==> config.mk <==
export PLATFORM = sky130hd
export DESIGN_NAME = axi_mst_read_mo_flat
export DESIGN_NICKNAME = d
export VERILOG_FILES = /design/src/rtl/axi_mst_read_mo_pkg.sv /design/src/rtl/axi_mst_read_mo_if.sv /design/src/rtl/axi_mst_read_mo_fifo_sync.sv /design/src/rtl/axi_mst_read_mo.sv /design/src/flat_wrapper.sv
export SDC_FILE = /design/constraint.sdc
export NUM_CORES = 2
export LEC_CHECK = 0
export CAP_MARGIN = 20
export CORE_MARGIN = 10
export CORE_UTILIZATION = 45
export CTS_CLUSTER_SIZE = 40
export DETAILED_ROUTE_END_ITERATION = 8
export GPL_TIMING_DRIVEN = 0
export PLACE_DENSITY = 0.6
export SETUP_SLACK_MARGIN = 0.05
export SYNTH_ARGS = -nofsm -noshare
export SYNTH_HDL_FRONTEND = slang
export SYNTH_MEMORY_MAX_BITS = 65536
export SYNTH_SLANG_ARGS = --single-unit
==> constraint.sdc <==
create_clock -name clk -period 11 [get_ports clk]
set_input_delay 2.2 -clock clk [delete_from_list [all_inputs] [get_ports clk]]
set_output_delay 2.2 -clock clk [all_outputs]
set_load 0.02 [all_outputs]
==> src/rtl/axi_mst_read_mo_pkg.sv <==
// Shared FSM state type, AXI encodings and helpers for the multi-outstanding read master.
package axi_mst_pkg;

    typedef enum logic [1:0] {
        IDLE  = 2'd0,
        ISSUE = 2'd1,
        DRAIN = 2'd2
    } state_t;

    localparam logic [1:0] BURST_INCR    = 2'b01;
    localparam logic [1:0] RESP_OKAY     = 2'b00;
    localparam logic [3:0] CACHE_DEFAULT = 4'b0011;

    // AXI arsize encoding: log2 of the number of bytes per beat.
    function automatic logic [2:0] SIZE_OF(input int unsigned data_width);
        return 3'($clog2(data_width / 8));
    endfunction

endpackage

==> src/rtl/axi_mst_read_mo_if.sv <==
// AXI4 read channels plus the AXIS output stream of the read master, bundled with master/slave views.
interface axi_mst_read_mo_if #(
    parameter int ID_WIDTH       = 6,
    parameter int DATA_WIDTH     = 64,
    parameter int B_BURST_LENGTH = 8
);

    logic [ID_WIDTH-1:0]       m_axi_arid;
    logic [31:0]               m_axi_araddr;
    logic [B_BURST_LENGTH-1:0] m_axi_arlen;
    logic [2:0]                m_axi_arsize;
    logic [1:0]                m_axi_arburst;
    logic                      m_axi_arlock;
    logic [3:0]                m_axi_arcache;
    logic [2:0]                m_axi_arprot;
    logic [3:0]                m_axi_arqos;
    logic                      m_axi_arvalid;
    logic                      m_axi_arready;

    logic [ID_WIDTH-1:0]       m_axi_rid;
    logic [DATA_WIDTH-1:0]     m_axi_rdata;
    logic [1:0]                m_axi_rresp;
    logic                      m_axi_rlast;
    logic                      m_axi_rvalid;
    logic                      m_axi_rready;

    logic                      m_axis_tvalid;
    logic [DATA_WIDTH-1:0]     m_axis_tdata;
    logic [DATA_WIDTH/8-1:0]   m_axis_tstrb;
    logic                      m_axis_tlast;
    logic                      m_axis_tready;

    modport master (
        output m_axi_arid, m_axi_araddr, m_axi_arlen, m_axi_arsize, m_axi_arburst,
               m_axi_arlock, m_axi_arcache, m_axi_arprot, m_axi_arqos, m_axi_arvalid,
        input  m_axi_arready,
        input  m_axi_rid, m_axi_rdata, m_axi_rresp, m_axi_rlast, m_axi_rvalid,
        output m_axi_rready,
        output m_axis_tvalid, m_axis_tdata, m_axis_tstrb, m_axis_tlast,
        input  m_axis_tready
    );

    modport slave (
        input  m_axi_arid, m_axi_araddr, m_axi_arlen, m_axi_arsize, m_axi_arburst,
               m_axi_arlock, m_axi_arcache, m_axi_arprot, m_axi_arqos, m_axi_arvalid,
        output m_axi_arready,
        output m_axi_rid, m_axi_rdata, m_axi_rresp, m_axi_rlast, m_axi_rvalid,
        input  m_axi_rready,
        input  m_axis_tvalid, m_axis_tdata, m_axis_tstrb, m_axis_tlast,
        output m_axis_tready
    );

endinterface

==> src/rtl/axi_mst_read_mo_fifo_sync.sv <==
// First-word-fall-through synchronous FIFO: a RAM body plus a registered output slot.
// Writes bypass the RAM straight into the output slot when it is free and the RAM is empty.
module fifo_sync #(
    parameter int DEPTH = 64,
    parameter int WIDTH = 65
) (
    input  logic             clk,
    input  logic             rst,
    input  logic             wr_en,
    input  logic [WIDTH-1:0] wr_data,
    input  logic             rd_en,
    output logic [WIDTH-1:0] rd_data,
    output logic             full,
    output logic             empty,
    output logic             single
);

    localparam int AW = (DEPTH > 1) ? $clog2(DEPTH) : 1;
    localparam int CW = $clog2(DEPTH + 1);

    logic [WIDTH-1:0] mem [DEPTH];
    logic [AW-1:0]    wr_ptr;
    logic [AW-1:0]    rd_ptr;
    logic [CW-1:0]    mem_count;
    logic             out_valid;
    logic [WIDTH-1:0] out_data;

    logic pop;
    logic slot_free;
    logic mem_empty;
    logic bypass;
    logic mem_wr;
    logic mem_rd;

    function automatic logic [AW-1:0] next_ptr(input logic [AW-1:0] p);
        return (p == AW'(DEPTH - 1)) ? '0 : p + AW'(1);
    endfunction

    always_comb begin
        pop       = out_valid && rd_en;
        slot_free = !out_valid || pop;
        mem_empty = (mem_count == '0);
        bypass    = wr_en && slot_free && mem_empty;
        mem_wr    = wr_en && !bypass;
        mem_rd    = slot_free && !mem_empty;
    end

    always_ff @(posedge clk) begin
        if (mem_wr) begin
            mem[wr_ptr] <= wr_data;
        end
    end

    always_ff @(posedge clk) begin
        if (rst) begin
            wr_ptr    <= '0;
            rd_ptr    <= '0;
            mem_count <= '0;
            out_valid <= 1'b0;
            out_data  <= '0;
        end else begin
            if (mem_wr) begin
                wr_ptr <= next_ptr(wr_ptr);
            end
            if (mem_rd) begin
                rd_ptr <= next_ptr(rd_ptr);
            end
            if (mem_wr && !mem_rd) begin
                mem_count <= mem_count + CW'(1);
            end else if (!mem_wr && mem_rd) begin
                mem_count <= mem_count - CW'(1);
            end
            // The output slot only changes when it is free, so data is held under backpressure.
            if (slot_free) begin
                out_valid <= bypass || mem_rd;
                if (bypass) begin
                    out_data <= wr_data;
                end else if (mem_rd) begin
                    out_data <= mem[rd_ptr];
                end
            end
        end
    end

    assign rd_data = out_data;
    assign empty   = !out_valid;
    assign full    = (mem_count == CW'(DEPTH));
    assign single  = out_valid && mem_empty;

endmodule

==> src/rtl/axi_mst_read_mo.sv <==
// Multi-outstanding AXI4 read master streaming NBURST bursts to AXIS through a credit-managed FIFO.
// Define AXI_MST_READ_MO_ERR_EN to make ERR_REG a sticky non-OKAY RRESP flag; otherwise it is tied 0.
module axi_mst_read_mo
    import axi_mst_pkg::*;
#(
    parameter int ID_WIDTH        = 6,
    parameter int DATA_WIDTH      = 64,
    parameter int B_BURST_LENGTH  = 8,
    parameter int MAX_BEATS       = 16,
    parameter int MAX_OUTSTANDING = 4
) (
    input  logic                     clk,
    input  logic                     rst,
    axi_mst_read_mo_if.master        bus,
    input  logic                     START_REG,
    input  logic [31:0]              ADDR_REG,
    input  logic [31:0]              NBURST_REG,
    input  logic [7:0]               LEN_REG,
    output logic                     IDLE_REG,
    output logic                     ERR_REG
);

    localparam int FIFO_DEPTH = MAX_OUTSTANDING * MAX_BEATS;
    localparam int BYTES      = DATA_WIDTH / 8;
    localparam int OUT_W      = $clog2(MAX_OUTSTANDING + 1);
    localparam int RES_W      = $clog2(FIFO_DEPTH + 1);
    localparam logic [7:0] LEN_MAX = 8'(MAX_BEATS - 1);

    state_t            state;
    state_t            state_next;
    logic              start_prev;
    logic [31:0]       addr_q;
    logic [31:0]       bursts_left;
    logic [7:0]        len_q;
    logic [OUT_W-1:0]  outstanding;
    logic [RES_W-1:0]  reserved;

    logic              start_edge;
    logic [8:0]        beats;
    logic              credit_ok;
    logic              ar_hs;
    logic              r_hs;
    logic              rlast_hs;
    logic              pop;
    logic [DATA_WIDTH:0] fifo_rd_data;
    logic              fifo_empty;
    logic              fifo_full;
    logic              fifo_single;

    // An AR may only go out if both a slot in the outstanding window and buffer space for the whole burst exist.
    always_comb begin
        start_edge = START_REG && !start_prev;
        beats      = {1'b0, len_q} + 9'd1;
        credit_ok  = (32'(outstanding) < 32'(MAX_OUTSTANDING)) &&
                     ((32'(reserved) + 32'(beats)) <= 32'(FIFO_DEPTH));
        ar_hs      = bus.m_axi_arvalid && bus.m_axi_arready;
        r_hs       = bus.m_axi_rvalid && bus.m_axi_rready;
        rlast_hs   = r_hs && bus.m_axi_rlast;
        pop        = bus.m_axis_tvalid && bus.m_axis_tready;
    end

    always_comb begin
        state_next        = state;
        bus.m_axi_arvalid = (state == ISSUE) && credit_ok;
        bus.m_axi_rready  = (state != IDLE);
        IDLE_REG          = (state == IDLE);
        unique case (state)
            IDLE: begin
                if (start_edge) begin
                    state_next = (NBURST_REG == '0) ? DRAIN : ISSUE;
                end
            end
            ISSUE: begin
                if (ar_hs && (bursts_left == 32'd1)) begin
                    state_next = DRAIN;
                end
            end
            DRAIN: begin
                // Leave on the same edge that pops the final beat so IDLE_REG rises right after it.
                if ((outstanding == '0) && (fifo_empty || (fifo_single && pop))) begin
                    state_next = IDLE;
                end
            end
            default: state_next = IDLE;
        endcase
    end

    always_ff @(posedge clk) begin
        if (rst) begin
            state       <= IDLE;
            start_prev  <= 1'b0;
            addr_q      <= '0;
            bursts_left <= '0;
            len_q       <= '0;
            outstanding <= '0;
            reserved    <= '0;
        end else begin
            state      <= state_next;
            start_prev <= START_REG;
            if (state == IDLE) begin
                if (start_edge) begin
                    addr_q      <= ADDR_REG;
                    bursts_left <= NBURST_REG;
                    len_q       <= (LEN_REG > LEN_MAX) ? LEN_MAX : LEN_REG;
                    outstanding <= '0;
                    reserved    <= '0;
                end
            end else begin
                if (ar_hs) begin
                    addr_q      <= addr_q + (32'(beats) * 32'(BYTES));
                    bursts_left <= bursts_left - 32'd1;
                end
                outstanding <= outstanding + OUT_W'(ar_hs) - OUT_W'(rlast_hs);
                reserved    <= reserved + (ar_hs ? RES_W'(beats) : RES_W'(0)) - RES_W'(pop);
            end
        end
    end

    fifo_sync #(
        .DEPTH (FIFO_DEPTH),
        .WIDTH (DATA_WIDTH + 1)
    ) u_fifo (
        .clk     (clk),
        .rst     (rst),
        .wr_en   (r_hs),
        .wr_data ({bus.m_axi_rlast, bus.m_axi_rdata}),
        .rd_en   (bus.m_axis_tready),
        .rd_data (fifo_rd_data),
        .full    (fifo_full),
        .empty   (fifo_empty),
        .single  (fifo_single)
    );

    assign bus.m_axi_arid    = '0;
    assign bus.m_axi_araddr  = addr_q;
    assign bus.m_axi_arlen   = B_BURST_LENGTH'(len_q);
    assign bus.m_axi_arsize  = SIZE_OF(DATA_WIDTH);
    assign bus.m_axi_arburst = BURST_INCR;
    assign bus.m_axi_arlock  = 1'b0;
    assign bus.m_axi_arcache = CACHE_DEFAULT;
    assign bus.m_axi_arprot  = 3'b000;
    assign bus.m_axi_arqos   = 4'b0000;

    assign bus.m_axis_tvalid = !fifo_empty;
    assign bus.m_axis_tstrb  = '1;
    assign {bus.m_axis_tlast, bus.m_axis_tdata} = fifo_rd_data;

`ifdef AXI_MST_READ_MO_ERR_EN
    logic err_q;
    logic unused_sink;

    always_ff @(posedge clk) begin
        if (rst) begin
            err_q <= 1'b0;
        end else if ((state == IDLE) && start_edge) begin
            err_q <= 1'b0;
        end else if (r_hs && (bus.m_axi_rresp != RESP_OKAY)) begin
            err_q <= 1'b1;
        end
    end

    assign ERR_REG     = err_q;
    assign unused_sink = ^{bus.m_axi_rid, fifo_full};
`else
    logic unused_sink;

    assign ERR_REG     = 1'b0;
    assign unused_sink = ^{bus.m_axi_rid, bus.m_axi_rresp, fifo_full};
`endif

endmodule

==> src/flat_wrapper.sv <==
// flat-port wrapper written by rule: the top's interface ports become plain ports
module axi_mst_read_mo_flat import axi_mst_pkg::*;
#(
    parameter int ID_WIDTH        = 6,
    parameter int DATA_WIDTH      = 64,
    parameter int B_BURST_LENGTH  = 8,
    parameter int MAX_BEATS       = 16,
    parameter int MAX_OUTSTANDING = 4
)
  (clk, rst, START_REG, ADDR_REG, NBURST_REG, LEN_REG, IDLE_REG, ERR_REG, bus_m_axi_arid, bus_m_axi_araddr, bus_m_axi_arlen, bus_m_axi_arsize, bus_m_axi_arburst, bus_m_axi_arlock, bus_m_axi_arcache, bus_m_axi_arprot, bus_m_axi_arqos, bus_m_axi_arvalid, bus_m_axi_arready, bus_m_axi_rid, bus_m_axi_rdata, bus_m_axi_rresp, bus_m_axi_rlast, bus_m_axi_rvalid, bus_m_axi_rready, bus_m_axis_tvalid, bus_m_axis_tdata, bus_m_axis_tstrb, bus_m_axis_tlast, bus_m_axis_tready);
  axi_mst_read_mo_if #(.ID_WIDTH(ID_WIDTH), .DATA_WIDTH(DATA_WIDTH), .B_BURST_LENGTH(B_BURST_LENGTH)) bus_i ();
  input  logic clk;
  input  logic rst;
  input  logic START_REG;
  input  logic [31:0] ADDR_REG;
  input  logic [31:0] NBURST_REG;
  input  logic [7:0] LEN_REG;
  output logic IDLE_REG;
  output logic ERR_REG;
  output wire logic [$bits(bus_i.m_axi_arid)-1:0] bus_m_axi_arid;
  output wire logic [$bits(bus_i.m_axi_araddr)-1:0] bus_m_axi_araddr;
  output wire logic [$bits(bus_i.m_axi_arlen)-1:0] bus_m_axi_arlen;
  output wire logic [$bits(bus_i.m_axi_arsize)-1:0] bus_m_axi_arsize;
  output wire logic [$bits(bus_i.m_axi_arburst)-1:0] bus_m_axi_arburst;
  output wire logic [$bits(bus_i.m_axi_arlock)-1:0] bus_m_axi_arlock;
  output wire logic [$bits(bus_i.m_axi_arcache)-1:0] bus_m_axi_arcache;
  output wire logic [$bits(bus_i.m_axi_arprot)-1:0] bus_m_axi_arprot;
  output wire logic [$bits(bus_i.m_axi_arqos)-1:0] bus_m_axi_arqos;
  output wire logic [$bits(bus_i.m_axi_arvalid)-1:0] bus_m_axi_arvalid;
  input wire logic [$bits(bus_i.m_axi_arready)-1:0] bus_m_axi_arready;
  input wire logic [$bits(bus_i.m_axi_rid)-1:0] bus_m_axi_rid;
  input wire logic [$bits(bus_i.m_axi_rdata)-1:0] bus_m_axi_rdata;
  input wire logic [$bits(bus_i.m_axi_rresp)-1:0] bus_m_axi_rresp;
  input wire logic [$bits(bus_i.m_axi_rlast)-1:0] bus_m_axi_rlast;
  input wire logic [$bits(bus_i.m_axi_rvalid)-1:0] bus_m_axi_rvalid;
  output wire logic [$bits(bus_i.m_axi_rready)-1:0] bus_m_axi_rready;
  output wire logic [$bits(bus_i.m_axis_tvalid)-1:0] bus_m_axis_tvalid;
  output wire logic [$bits(bus_i.m_axis_tdata)-1:0] bus_m_axis_tdata;
  output wire logic [$bits(bus_i.m_axis_tstrb)-1:0] bus_m_axis_tstrb;
  output wire logic [$bits(bus_i.m_axis_tlast)-1:0] bus_m_axis_tlast;
  input wire logic [$bits(bus_i.m_axis_tready)-1:0] bus_m_axis_tready;
  assign bus_m_axi_arid = bus_i.m_axi_arid;
  assign bus_m_axi_araddr = bus_i.m_axi_araddr;
  assign bus_m_axi_arlen = bus_i.m_axi_arlen;
  assign bus_m_axi_arsize = bus_i.m_axi_arsize;
  assign bus_m_axi_arburst = bus_i.m_axi_arburst;
  assign bus_m_axi_arlock = bus_i.m_axi_arlock;
  assign bus_m_axi_arcache = bus_i.m_axi_arcache;
  assign bus_m_axi_arprot = bus_i.m_axi_arprot;
  assign bus_m_axi_arqos = bus_i.m_axi_arqos;
  assign bus_m_axi_arvalid = bus_i.m_axi_arvalid;
  assign bus_i.m_axi_arready = bus_m_axi_arready;
  assign bus_i.m_axi_rid = bus_m_axi_rid;
  assign bus_i.m_axi_rdata = bus_m_axi_rdata;
  assign bus_i.m_axi_rresp = bus_m_axi_rresp;
  assign bus_i.m_axi_rlast = bus_m_axi_rlast;
  assign bus_i.m_axi_rvalid = bus_m_axi_rvalid;
  assign bus_m_axi_rready = bus_i.m_axi_rready;
  assign bus_m_axis_tvalid = bus_i.m_axis_tvalid;
  assign bus_m_axis_tdata = bus_i.m_axis_tdata;
  assign bus_m_axis_tstrb = bus_i.m_axis_tstrb;
  assign bus_m_axis_tlast = bus_i.m_axis_tlast;
  assign bus_i.m_axis_tready = bus_m_axis_tready;
  axi_mst_read_mo #(.ID_WIDTH(ID_WIDTH), .DATA_WIDTH(DATA_WIDTH), .B_BURST_LENGTH(B_BURST_LENGTH), .MAX_BEATS(MAX_BEATS), .MAX_OUTSTANDING(MAX_OUTSTANDING)) u_core (.clk(clk), .rst(rst), .bus(bus_i), .START_REG(START_REG), .ADDR_REG(ADDR_REG), .NBURST_REG(NBURST_REG), .LEN_REG(LEN_REG), .IDLE_REG(IDLE_REG), .ERR_REG(ERR_REG));
endmodule
[Yosys cells after proc, flatten, opt, wreduce, memory -nomap -nowiden]
Memory sizes are Yosys's and may differ from the RTL's. A register that Yosys moved wholly into a read port is not among the register bits.
Cells that the tools add are included.
W data, S select, Z words.
Storage, ports and cells
  register bits after elaboration: 170
  input bits: 151
  bits in writable memories: 4160
  logic and storage cells: 101
  memories kept: 1
  output and inout port bits: 141
Operators by class
  add/sub/neg operators: 12
  multiplexer cells: 27
  reduce and logical (&&, ||, !) cells: 38
  $lt $le $gt $ge: 3
  equality and inequality tests: 8
Memories
  u_core.u_fifo.mem: words 64, bits a word 65, rd ports 1, clocked after memory_dff 1, write ports 1, RTL line axi_mst_read_mo_fifo_sync.sv:21  | logic [WIDTH-1:0] mem [DEPTH];
Operators with widths (number)
  $mux W32: 6
  $mux W65: 2
  $mux W7: 5
  $add A32 B12 Y32: 1
  $eq A32 B1 Y1 const B: 1
  $le A32 B7 Y1 const B: 1
  $logic_not A32 Y1: 1
  $sub A32 B1 Y32 const B: 1
  $mux W6: 4
  $logic_and A1 B1 Y1: 17
  $add A6 B1 Y6 const B: 2
  $eq A6 B6 Y1 const B: 2
  $add A7 B9 Y10: 1
  $add A8 B1 Y9 const B: 1
  $gt A8 B4 Y1 const B: 1
  $mux W2: 4
  $mux W8: 1
  $reduce_bool A2 Y1: 4
  $add A7 B1 Y7 const B: 1
  $add A7 B7 Y7: 1
  $logic_not A7 Y1: 1
  $sub A7 B1 Y7: 1
  $sub A7 B1 Y7 const B: 1
  $logic_not A1 Y1: 6
  15 further kinds: 22

[Logic depth before layout (Yosys ltp)]
  depth in word-level cells: 10
  depth in mapped cells: 22
  gate-level depth less buffers: 21

[By module]
From an unflattened synthesis, not the netlist that was laid out.
Second synthesis, totals
  cells, all modules: 8420
  area, all modules: 169030.9 sq um
By module, submodules not included
  fifo_sync: sequential area each 126741.6 sq um, times used 1, cells each 7606, area each 162812.4 sq um
  axi_mst_read_mo: sequential area each 1701.6 sq um, times used 1, cells each 814, area each 6218.5 sq um

[Worst setup path before layout]
No wires, ideal clock.
  kind: input-to-reg
  start: input bus_m_axis_tready
  end: memory u_core.u_fifo.mem[32][0], enable pin
  required time: 10351 ps
  arrival: 9086 ps
  path buffers: 0
  slack: 1266 ps
  stages on the path: 4
  library setup time: 649 ps
  path through: nand2b_1 -> a21oi_1 -> nand3_1 -> nor4_1
Between the ends
  word-level cells in the longest chain between the ends: 8
Ends and longest elaborated chain
  start: declaration: RTL line flat_wrapper.sv:41  | input wire logic [$bits(bus_i.m_axis_tready)-1:0] bus_m_axis_tready;
  $logic_and A1 B1 Y1: RTL line axi_mst_read_mo_fifo_sync.sv:40  | pop = out_valid && rd_en;
  $logic_or A1 B1 Y1: RTL line axi_mst_read_mo_fifo_sync.sv:41  | slot_free = !out_valid || pop;
  $logic_and A1 B1 Y1 (2 in series): RTL line axi_mst_read_mo_fifo_sync.sv:43  | bypass = wr_en && slot_free && mem_empty;
  $logic_not A1 Y1: RTL line axi_mst_read_mo_fifo_sync.sv:44  | mem_wr = wr_en && !bypass;
  $logic_and A1 B1 Y1: RTL line axi_mst_read_mo_fifo_sync.sv:44
  $mux W1: RTL line axi_mst_read_mo_fifo_sync.sv:49  | if (mem_wr) begin
  $mux W1 (not written as such): RTL line axi_mst_read_mo_fifo_sync.sv:50  | mem[wr_ptr] <= wr_data;
  end: declaration: RTL line axi_mst_read_mo_fifo_sync.sv:21
Every way passes these cells.

[Final worst setup path]
  start: register u_core.len_q[0] (netlist: u_core.bus.m_axi_arlen[0])
  end: output bus_m_axi_arvalid
Between the ends
  word-level cells in the longest chain between the ends: 5
Ends and longest elaborated chain
  start: declaration: RTL line axi_mst_read_mo.sv:34  | logic [7:0] len_q;
  start signal: assignment: RTL line axi_mst_read_mo.sv:104  | len_q <= (LEN_REG > LEN_MAX) ? LEN_MAX : LEN_REG;
  $add A8 B1 Y9: RTL line axi_mst_read_mo.sv:53  | beats = {1'b0, len_q} + 9'd1;
  $add A7 B9 Y10: RTL line axi_mst_read_mo.sv:55  | ((32'(reserved) + 32'(beats)) <= 32'(FIFO_DEPTH));
  $le A32 B7 Y1: RTL line axi_mst_read_mo.sv:55
  $logic_and A1 B1 Y1: RTL line axi_mst_read_mo.sv:54  | credit_ok = (32'(outstanding) < 32'(MAX_OUTSTANDING)) &&
  $logic_and A1 B1 Y1: RTL line axi_mst_read_mo.sv:64  | bus.m_axi_arvalid = (state == ISSUE) && credit_ok;
  end: declaration: RTL line flat_wrapper.sv:29  | output wire logic [$bits(bus_i.m_axi_arvalid)-1:0] bus_m_axi_arvalid;
Every way passes these cells.

==> results.yml <==
route:
  post_drt_via_cell_ratio: 6.11
  drc: 0
  vias: 83348
  ant_nets: 0
  drtPass1Iterations: 8
  drtIter0Drc: 10023
  wl_per_cell_microns: 34.4
  wl_mm: 469
synthesis:
  synth.area.mux_share: 0.184
  ys_warn_count: 0
  synth_ff_type: "edfxtp_1"
  yosys.area_share.xor_xnor: 0.00183
  synth_compound_area_frac: 0.0163
  ys_seq_area_frac: 0.768
  synth_fa_ha_area_frac: 0.00389
  synth_edf_count: 4160
  yosys.area_share.simple: 0.0138
  synthArstFlopShare: 0
  synth_top_family_by_area: "multiplexers"
  ys_ff_latch: 4336
  syn-cell-area_sq_um: 167000
  syn_inst: 7235
  synthDistinctLibCells: 80
  avgSynthCellArea_sq_um: 23.1
global_routing:
  antenna_found_initial: 48
  grt_start_max_net_pins: 66
  grt_pass1_vias: 84432
  grt-ovfl-total: 0
  grt_use_total: 0.231
  grt_first_pass_wirelength_mm: 656
clock_network:
  cts_buffers: 441
  ctsResizeCount: 0
  cts_hold_buffers: 0
  post_cts_buffers: 0
  insertion_delay_ns: 0.99
  cts_tree: "done"
  htreeDepth: 5
  clockBufferDepth: 4
  clock-root-buffer: "clkbuf_16"
  cts.clk_slew.worst_paths_ns: 0.06
  cts.sinks: 4336
setup_path:
  arrival_ns: 4.84
  endpoint_kind: "primary output"
  crit_cells: 10
  slowest_delay_ns: 0.68
  path_delay_family: "compound AO/OA/AOI/OAI gates"
  worstSetupStartpointType: "register"
  path_class: "reg -> out"
  path_cells: "ha_1 > nand3_1 > xnor2_1 > ha_1 > a21oi_2 > and4b_1 > a211oi_1 > o41a_1 > nor2_1 > clkdlybuf4s50_1"
  critPathBufInv: 1
  cpMostUsedCell: "ha_1"
  crit_slowest_cell: "clkdlybuf4s50_1"
  reg2reg_depth: 21
  crit_fanout: 8
  cp_data_required_time_ns: 8.80
  r2r_setup_slack_ns: 5.23
sta:
  fmax_mhz: 142
  finalCriticalPeriod_ns: 7.04
  slew_violations: 0
  worstMarginPinSlew_ns: 1.17
  max-slew-margin-rel: 0.215
  skew_ns: 0.0510
  rsz0062_at_grt: "false"
  period_share: 0.640
  fin_setup_tns_ns: 0
  hold_viol_final: 0
  layout_setup_ws_ns: 3.96
  setup_viol: 0
placed_design:
  dp_slack_ns: 4.38
  dp_hpwl_mm: 321
  io_buffers: 250
  routabilityCongestion: 0.879
finish:
  layout_commonest_cell: "edfxtp_1"
  fill_cells: 28016
  layout.nets: 8491
  layout-drive-gt1-share: 0.313
  final_cell_mix: "edfxtp_1 (4160), mux4_2 (1300), clkbuf_16 (445)"
  area_delta_synth_final_pct: 17.7
floorplan:
  ios: 292
  start_util: 0.453
  die_h_microns: 630
  fp-row-count: 223
  dieArea_sq_um: 397000
  core_sq_um: 370000
  die_w_microns: 630
pwr:
  p_per_area_nw_per_um2: 228
  intPower_mw: 32.0
  clockPowerShare: 0.328
  switching_share: 0.288
  vdd_drop_max_mv: 0.158
  share_seq_of_total_power: 0.418
  power_switching_mw: 12.9
  p_comb_frac: 0.254
  leakagePower_nw: 60.3
worst_hold_path:
  hold_path_class: "reg -> reg"
  whs_path_depth: 2
run:
  drv_cap: 0
outcome:
  status: "finished, final reports clean"
## power by group through the flow
| stage | sequential [mW] | clock, mW | combinational [mW] |
|---|---|---|---|
| 5_1_grt | 18.8 | 15.6 | 12.0 |
| 4_1_cts | 18.7 | 15.0 | 11.4 |
| 3_3_place_gp | 19.1 | 0 | 11.1 |
| 3_5_place_dp | 19.1 | 0 | 11.4 |
| 6_report | 18.8 | 14.7 | 11.4 |
| 2_1_floorplan | 19.1 | 0 | 6.81 |
## final cells by class
type	count	area, sq um	share of cell area
clock inverter	264	2460	0.0125
sequential	4336	128000	0.652
buffer	432	1910	0.00968
inverter	49	186	0.000947
antenna	35	87.6	0.000445
clock buffer	549	11700	0.0593
timing repair buffer	583	8520	0.0433
tap	4950	6190	0.0315
multi-input combinational	2448	37400	0.190
## worst paths after layout
| path | from | end |
|---|---|---|
| max | u_core.bus.m_axi_arlen[0]$_SDFFE_PP0P_ | bus_m_axi_arvalid |
| min | u_core.bus.m_axi_araddr[2]$_SDFFE_PP0P_ | u_core.bus.m_axi_araddr[2]$_SDFFE_PP0P_ |
| max reg2reg | u_core.bus.m_axi_arlen[0]$_SDFFE_PP0P_ | u_core.reserved[6]$_SDFFE_PP0P_ |
| min reg2reg | u_core.bus.m_axi_araddr[2]$_SDFFE_PP0P_ | u_core.bus.m_axi_araddr[2]$_SDFFE_PP0P_ |
## metrics by stage
step                area [sq um]   util  power, mW  instances  hold slack (ns)
finish                    197000  0.532       44.9      13646            0.458
global route              197000  0.532       46.4      13622            0.486
CTS                       196000  0.531       45.2      13588            0.456
detailed placement        182000  0.493       30.5      12775            0.447
global placement          176000  0.476       30.2      12465            0.446
floorplan                 167000      -       25.9       7265            0.446
## synthesized netlist by cell type, types with 7 or more instances
cell      number  share of area
buf_4         33         0.0015
nand3b_1       8        0.00036
inv_1         48         0.0011
a21oi_1       87         0.0026
a21o_1        11        0.00049
a31oi_1       11        0.00041
nand2_1       84         0.0019
xnor2_1       19        0.00099
mux4_2      1300           0.18
nand3_1       31        0.00093
a22oi_1       10        0.00045
mux2_2       131         0.0088
edfxtp_1    4160           0.75
o21ai_0       53         0.0016
o211ai_1      13        0.00058
nor4_1        19        0.00071
nand4_1       17        0.00064
a311oi_1       8        0.00042
buf_1         57         0.0013
o21a_1         7        0.00031
o32ai_1        7        0.00037
o22ai_1      132         0.0049
or3_1         12        0.00045
xor2_1        16        0.00084
nor3_1       100         0.0030
clkbuf_1     243         0.0055
and3_1        15        0.00056
a211oi_1      12        0.00054
dfxtp_1      176          0.021
buf_2         98         0.0029
ha_1          44         0.0033
nor2_1       160         0.0036
## registers in the layout (all words and copies together) (netlist names), named ones only
register	cells
u_core.bursts_left	32
u_core.bus.m_axi_araddr	32
u_core.bus.m_axi_arlen	8
u_core.outstanding	3
u_core.reserved	7
u_core.start_prev	1
u_core.state	2
u_core.u_fifo.mem	4160
u_core.u_fifo.mem_count	7
u_core.u_fifo.out_valid	1
u_core.u_fifo.rd_data	65
u_core.u_fifo.rd_ptr	6
u_core.u_fifo.wr_ptr	6
## worst reg2reg max path, delay by kind of cell, from the launching register on
family                     cells  cell delay (ns)
AOI/OAI and AO/OA              8             2.07
xor gates and xnor gates       2             0.59
adders and majority gates      4             1.32
buffers and inverters          2             0.39
DFF                            1             0.55
and+or+nand+nor                5             0.78
## cells by family (layout without fill, tap and decap cells)
logic type	count (synthesis)	after routing
AOI/OAI and AO/OA	413	413
xor gates and xnor gates	35	35
adders and majority gates	49	49
buffers and inverters	481	1877
DFF	4336	4336
muxes	1436	1436
other	2	67
and+or+nand+nor	483	483
## layer usage
| layer | global-route usage | part of all wire | vias to the layer above |
|---|---|---|---|
| met2 | 0.369 | 0.48 | 4112 |
| met4 | 0.0774 | 0.036 | 24 |
| met5 | 0 | 0.00035 | - |
| met1 | 0.321 | 0.40 | 45205 |
| met3 | 0.0495 | 0.090 | 780 |
| li1 | - | - | 33227 |
(Power assumes the default switching activity.)
